## src/rtl/alu_control_seq.sv

```systemverilog
// ALU control decoder with an optional RV32M sequencer: a shift-add multiplier and a
// restoring divider share one set of registers and take XLEN steps per operation.
module alu_control_seq #(
  parameter int XLEN     = 32,
  parameter bit ENABLE_M = 1'b1
) (
  input  logic            clk,
  input  logic            rst,
  input  logic [1:0]      AluOp,
  input  logic [2:0]      func3,
  input  logic [6:0]      func7,
  input  logic            start,
  input  logic [XLEN-1:0] a,
  input  logic [XLEN-1:0] b,
  output logic [2:0]      AluC,
  output logic            mext,
  output logic            busy,
  output logic            done,
  output logic [XLEN-1:0] result
);

  localparam int CW = $clog2(XLEN);

  typedef enum logic [1:0] {IDLE, MUL, DIV, DONE} state_t;

  state_t          state_reg;
  logic [CW-1:0]   cnt_reg;
  logic [2:0]      op_reg;
  logic            neg_q_reg, neg_r_reg, divzero_reg;
  logic [XLEN-1:0] opd_reg, acc_reg, lo_reg;

  always_comb begin
    AluC = 3'b000;
    case (AluOp)
      2'b01: AluC = 3'b001;
      2'b10: begin
        if (func7 == 7'b0100000 && func3 == 3'b000) AluC = 3'b001;
        else begin
          case (func3)
            3'b111:  AluC = 3'b010;
            3'b110:  AluC = 3'b011;
            3'b100:  AluC = 3'b100;
            3'b010:  AluC = 3'b101;
            3'b011:  AluC = 3'b110;
            default: AluC = 3'b000;
          endcase
        end
      end
      default: AluC = 3'b000;
    endcase
  end

  assign mext = ENABLE_M && (AluOp == 2'b10) && (func7 == 7'b0000001);

  // Operand conditioning at launch: signed ops run on magnitudes.
  logic            a_signed, b_signed, a_neg, b_neg;
  logic [XLEN-1:0] a_mag, b_mag;

  always_comb begin
    a_signed = func3[2] ? ~func3[0] : (func3[1:0] == 2'b01 || func3[1:0] == 2'b10);
    b_signed = func3[2] ? ~func3[0] : (func3[1:0] == 2'b01);
    a_neg    = a_signed & a[XLEN-1];
    b_neg    = b_signed & b[XLEN-1];
    a_mag    = a_neg ? -a : a;
    b_mag    = b_neg ? -b : b;
  end

  // MUL: {acc,lo} is the product, multiplier consumed from lo[0].
  // DIV: acc is the partial remainder, lo shifts dividend out and quotient in.
  logic [XLEN:0]     mul_sum, div_shift;
  logic [XLEN-1:0]   div_diff;
  logic              div_ge;
  logic [2*XLEN-1:0] prod_s;
  logic [XLEN-1:0]   res_next;

  always_comb begin
    mul_sum   = {1'b0, acc_reg} + (lo_reg[0] ? {1'b0, opd_reg} : '0);
    div_shift = {acc_reg, lo_reg[XLEN-1]};
    div_ge    = (div_shift >= {1'b0, opd_reg});
    div_diff  = div_shift[XLEN-1:0] - opd_reg;
    prod_s    = neg_q_reg ? -{acc_reg, lo_reg} : {acc_reg, lo_reg};
    if (!op_reg[2])
      res_next = (op_reg[1:0] == 2'b00) ? prod_s[XLEN-1:0] : prod_s[2*XLEN-1:XLEN];
    else if (!op_reg[1])
      res_next = divzero_reg ? '1 : (neg_q_reg ? -lo_reg : lo_reg);
    else
      res_next = neg_r_reg ? -acc_reg : acc_reg;
  end

  always_ff @(posedge clk) begin
    if (rst) begin
      state_reg   <= IDLE;
      cnt_reg     <= '0;
      op_reg      <= '0;
      neg_q_reg   <= 1'b0;
      neg_r_reg   <= 1'b0;
      divzero_reg <= 1'b0;
      opd_reg     <= '0;
      acc_reg     <= '0;
      lo_reg      <= '0;
      busy        <= 1'b0;
      done        <= 1'b0;
      result      <= '0;
    end else begin
      done <= 1'b0;
      case (state_reg)
        IDLE: begin
          if (start && mext) begin
            op_reg      <= func3;
            neg_q_reg   <= a_neg ^ b_neg;
            neg_r_reg   <= a_neg;
            divzero_reg <= (b == '0);
            acc_reg     <= '0;
            cnt_reg     <= '0;
            busy        <= 1'b1;
            if (func3[2]) begin
              opd_reg   <= b_mag;
              lo_reg    <= a_mag;
              state_reg <= DIV;
            end else begin
              opd_reg   <= a_mag;
              lo_reg    <= b_mag;
              state_reg <= MUL;
            end
          end
        end
        MUL: begin
          acc_reg <= mul_sum[XLEN:1];
          lo_reg  <= {mul_sum[0], lo_reg[XLEN-1:1]};
          cnt_reg <= cnt_reg + 1'b1;
          if (cnt_reg == CW'(XLEN - 1)) state_reg <= DONE;
        end
        DIV: begin
          acc_reg <= div_ge ? div_diff : div_shift[XLEN-1:0];
          lo_reg  <= {lo_reg[XLEN-2:0], div_ge};
          cnt_reg <= cnt_reg + 1'b1;
          if (cnt_reg == CW'(XLEN - 1)) state_reg <= DONE;
        end
        default: begin
          result    <= res_next;
          done      <= 1'b1;
          busy      <= 1'b0;
          state_reg <= IDLE;
        end
      endcase
    end
  end

endmodule

```

## config.mk

```make
export PLATFORM = sky130hd
export DESIGN_NAME = alu_control_seq
export DESIGN_NICKNAME = d
export VERILOG_FILES = /design/src/rtl/alu_control_seq.sv
export SDC_FILE = /design/constraint.sdc
export NUM_CORES = 1
export LEC_CHECK = 0
export BUFFER_PORTS_ARGS = -buffer_cell sky130_fd_sc_hd__buf_4
export CORE_MARGIN = 5
export CORE_UTILIZATION = 33
export DETAILED_ROUTE_END_ITERATION = 12
export GPL_TIMING_DRIVEN = 1
export MAX_ROUTING_LAYER = met4
export SYNTH_ARGS = -nofsm -noshare
export SYNTH_HDL_FRONTEND = slang
export SYNTH_SLANG_ARGS = --single-unit
```

## constraint.sdc

```tcl
create_clock -name clk -period 7.3 [get_ports clk]
set_input_delay 0.365 -clock clk [delete_from_list [all_inputs] [get_ports clk]]
set_output_delay 0.365 -clock clk [all_outputs]
set_load 0.005 [all_outputs]
```

==> flow_summary.yaml <==
timing:
  relSlewSlack_pct: 24.7
  min_period_ns: 4.50
  tns_ns: 0
  hold_viol: 0
  timing.final.crit_share_pct: 61.6
  worst_slew_pin_slew_ns: 1.13
  setup_viol: 0
  clock_skew_ns: 0.0131
  fmax_ghz: 0.222
  rsz0062_at_grt: "false"
  slew_violations: 0
synth:
  synth-simple-area-share_pct: 21.6
  synth_fa_ha_area_share_pct: 7.16
  synth_edf_count: 0
  synthMuxAreaShare_pct: 2.20
  syn-cell-area_um2: 14700
  synth_compound_area_share_pct: 31.1
  seq_area_frac_synth_pct: 19.4
  synth_cells: 2063
  synthDistinctLibCells: 86
  synth_warnings: 0
  synthTopCellsByArea: "dfxtp_1, ha_1, xnor2_1, nor2_1, a21oi_1"
  synth_nets: 2225
  synth_seq_cells: 143
  synthArstFlopShare_pct: 0
  synth_top_area_cell: "dfxtp_1"
  synth.top_cell.area_share_pct: 19.4
  syn_avg_cell_area_um2: 7.14
  synth_top_family_by_area: "compound AO/OA/AOI/OAI gates"
  ys.flop_type: "dfxtp_1"
  synthXorXnorAreaFrac_pct: 12.0
final_layout:
  area_delta_synth_final_pct: 11.7
  nets: 2216
  final_util_pct: 37.2
  n_antenna_cell: 0
  nFillCells: 4721
  layout_commonest_cell: "nor2_1"
  layout_common_cells: "nor2_1, nand2_1, a21oi_1"
  layout-drive-gt1-share_pct: 10.5
routing:
  vias: 15900
  drc: 0
  antenna_left: 0
  totalWireLength_mm: 57.3
  drt_iter0_markers: 1629
  viasPerCell: 5.97
  firstDrtPassIters: 5
  wl_per_cell_um: 21.5
power:
  p_int_w: 0.00139
  p_total_w: 0.00209
  p_per_area_nw_per_um2: 127
  p_leak_nw: 6.39
  peakVddDrop_v: 0.000136
  combPwrFrac_pct: 19.1
  seq_power_share_pct: 38.0
  p_sw_share_pct: 33.5
  power_frac_clock_pct: 43.0
  power.switching_w: 0.000698
die:
  core-area_um2: 44200
  initial_utilization_pct: 33.3
  die-area_um2: 48900
  die_w_um: 221
  io_pins: 117
  die_h_um: 221
  rows: 77
clock_network:
  clk_latency_ns: 0.45
  cts.sinks: 143
  clk_pin_slew_ns: 0.07
  ctsHtreeMaxLevel: 4
  post_cts_buffers: 0
  numCtsBuffers: 17
  cts_resized: 0
  cts_root_buffer: "clkbuf_16"
  postCtsHoldBufs: 0
  cts_tree: "built"
  clk_path_buf_depth: 2
hold_path:
  hold_path_depth: 3
  min_to: "op_reg[0]"
  min_from: "func3[0]"
  hold_path.class: "input port to register"
setup_path:
  cp.required_ns: 7.66
  reg2reg_from: "acc_reg[5]"
  timing.rr.end: "acc_reg[26]"
  critPathArrivalTime_ns: 4.86
  r2r_slack_ns: 2.80
  path_class: "register to register"
  crit_path_start_kind: "register"
  crit_path_max_fanout: 20
  crit_path_end_kind: "register"
  ff2ff_path_depth: 11
global_routing:
  grt_pass1_vias: 14700
  grtUsageTotal_pct: 23.0
  antenna_found_initial: 0
  grt_remaining_overflow: 0
  grt_most_used_layer: "met2"
  grt_max_degree: 81
  grt_pass1_wl_mm: 87.8
  gr-usage-met3_pct: 2.92
  grtUsageMet2_pct: 33.4
  grt_util_met1_pct: 32.1
placed_design:
  gp_congestion: 0.976
  hpwl_mm: 43.9
  port_buffers: 116
run_status:
  outcome: "completed"
run:
  cap_viol_max_count: 0
[cells in the mapped netlist, types with 9 or more instances]
cell type / n
mux2_2: 11
o211ai_1: 34
a21oi_1: 175
o31ai_1: 29
a211o_1: 13
o221ai_1: 12
a211oi_1: 61
buf_1: 9
o21ai_0: 134
xor2_1: 97
nor4_1: 25
dfxtp_1: 143
a22oi_1: 39
or3_1: 20
and3_1: 11
xnor2_1: 104
ha_1: 81
a21o_1: 30
clkbuf_1: 146
and2_1: 13
nor2_1: 235
nand4_1: 19
a221oi_1: 19
mux2i_1: 20
inv_1: 78
a31oi_1: 23
nand3_1: 29
nand2b_1: 13
nand2_1: 200
o41ai_1: 15
or4_1: 10
nor2b_1: 15
o21a_1: 14
a221o_1: 14
a22o_1: 12
nor3_1: 44
[cell families after synthesis]
family,Yosys count
compound gates,689
simple gates,668
buf+inv,248
xor+xnor,201
flops,143
fa+ha+maj,83
mux,31
[power by group through the flow]
stage	combinational [W]	sequential, W	clock (W)
after CTS	0.000393	0.000791	0.000910
after global routing	0.000428	0.000792	0.000943
final	0.000398	0.000792	0.000896
after detailed placement	0.000392	0.000809	0
after floorplan	0.000240	0.000804	0
after global placement	0.000388	0.000809	0
[metrics by stage]
stage / hold WS, ns / cell area (µm²) / cells / worst slack, ns
3_5_place_dp: 0.448 / 15900 / 2627 / 2.93
2_1_floorplan: 0.432 / 14700 / 2063 / 4.16
5_1_grt: 0.241 / 16400 / 2659 / 2.61
4_1_cts: 0.195 / 16400 / 2659 / 2.91
3_3_place_gp: 0.443 / 15900 / 2627 / 3.04
6_report: 0.220 / 16400 / 2659 / 2.80
[worst max path at each step]
| stage | start | to |
|---|---|---|
| global placement | func7[3] | acc_reg[29] |
| finish | acc_reg[5] | acc_reg[26] |
| global route | acc_reg[5] | acc_reg[26] |
| CTS | acc_reg[5] | acc_reg[26] |
| detailed placement | acc_reg[5] | acc_reg[26] |
| floorplan | lo_reg[0] | acc_reg[30] |
[metal layers]
metal,vias up,part of all wire [%]
li1,7495,-
met5,-,0
met4,0,4.6
met1,7566,46
met2,711,42
met3,109,7.5
[worst max-delay path, cell delays in order, from the launching register on]
cell	delay, ns
dfxtp_1	0.61
ha_1	0.41
a211oi_1	0.43
o21bai_1	0.18
and3_1	0.24
o31ai_1	0.32
a21oi_1	0.27
o21ai_2	0.87
buf_4	0.40
nor2b_1	0.41
a222oi_1	0.11
o21ai_0	0.15
[area by class of cell]
| type | count | area [µm²] | area share, % |
|---|---|---|---|
| inverters | 80 | 300 | 1.83 |
| clock buffers | 17 | 425 | 2.59 |
| repair buffers | 140 | 1050 | 6.39 |
| well taps | 592 | 741 | 4.50 |
| clock inverters | 15 | 153 | 0.928 |
| flip-flops and latches | 143 | 2860 | 17.4 |
| multi-input cells | 1672 | 10900 | 66.3 |
No activity file was read; power rests on OpenSTA's default activity.
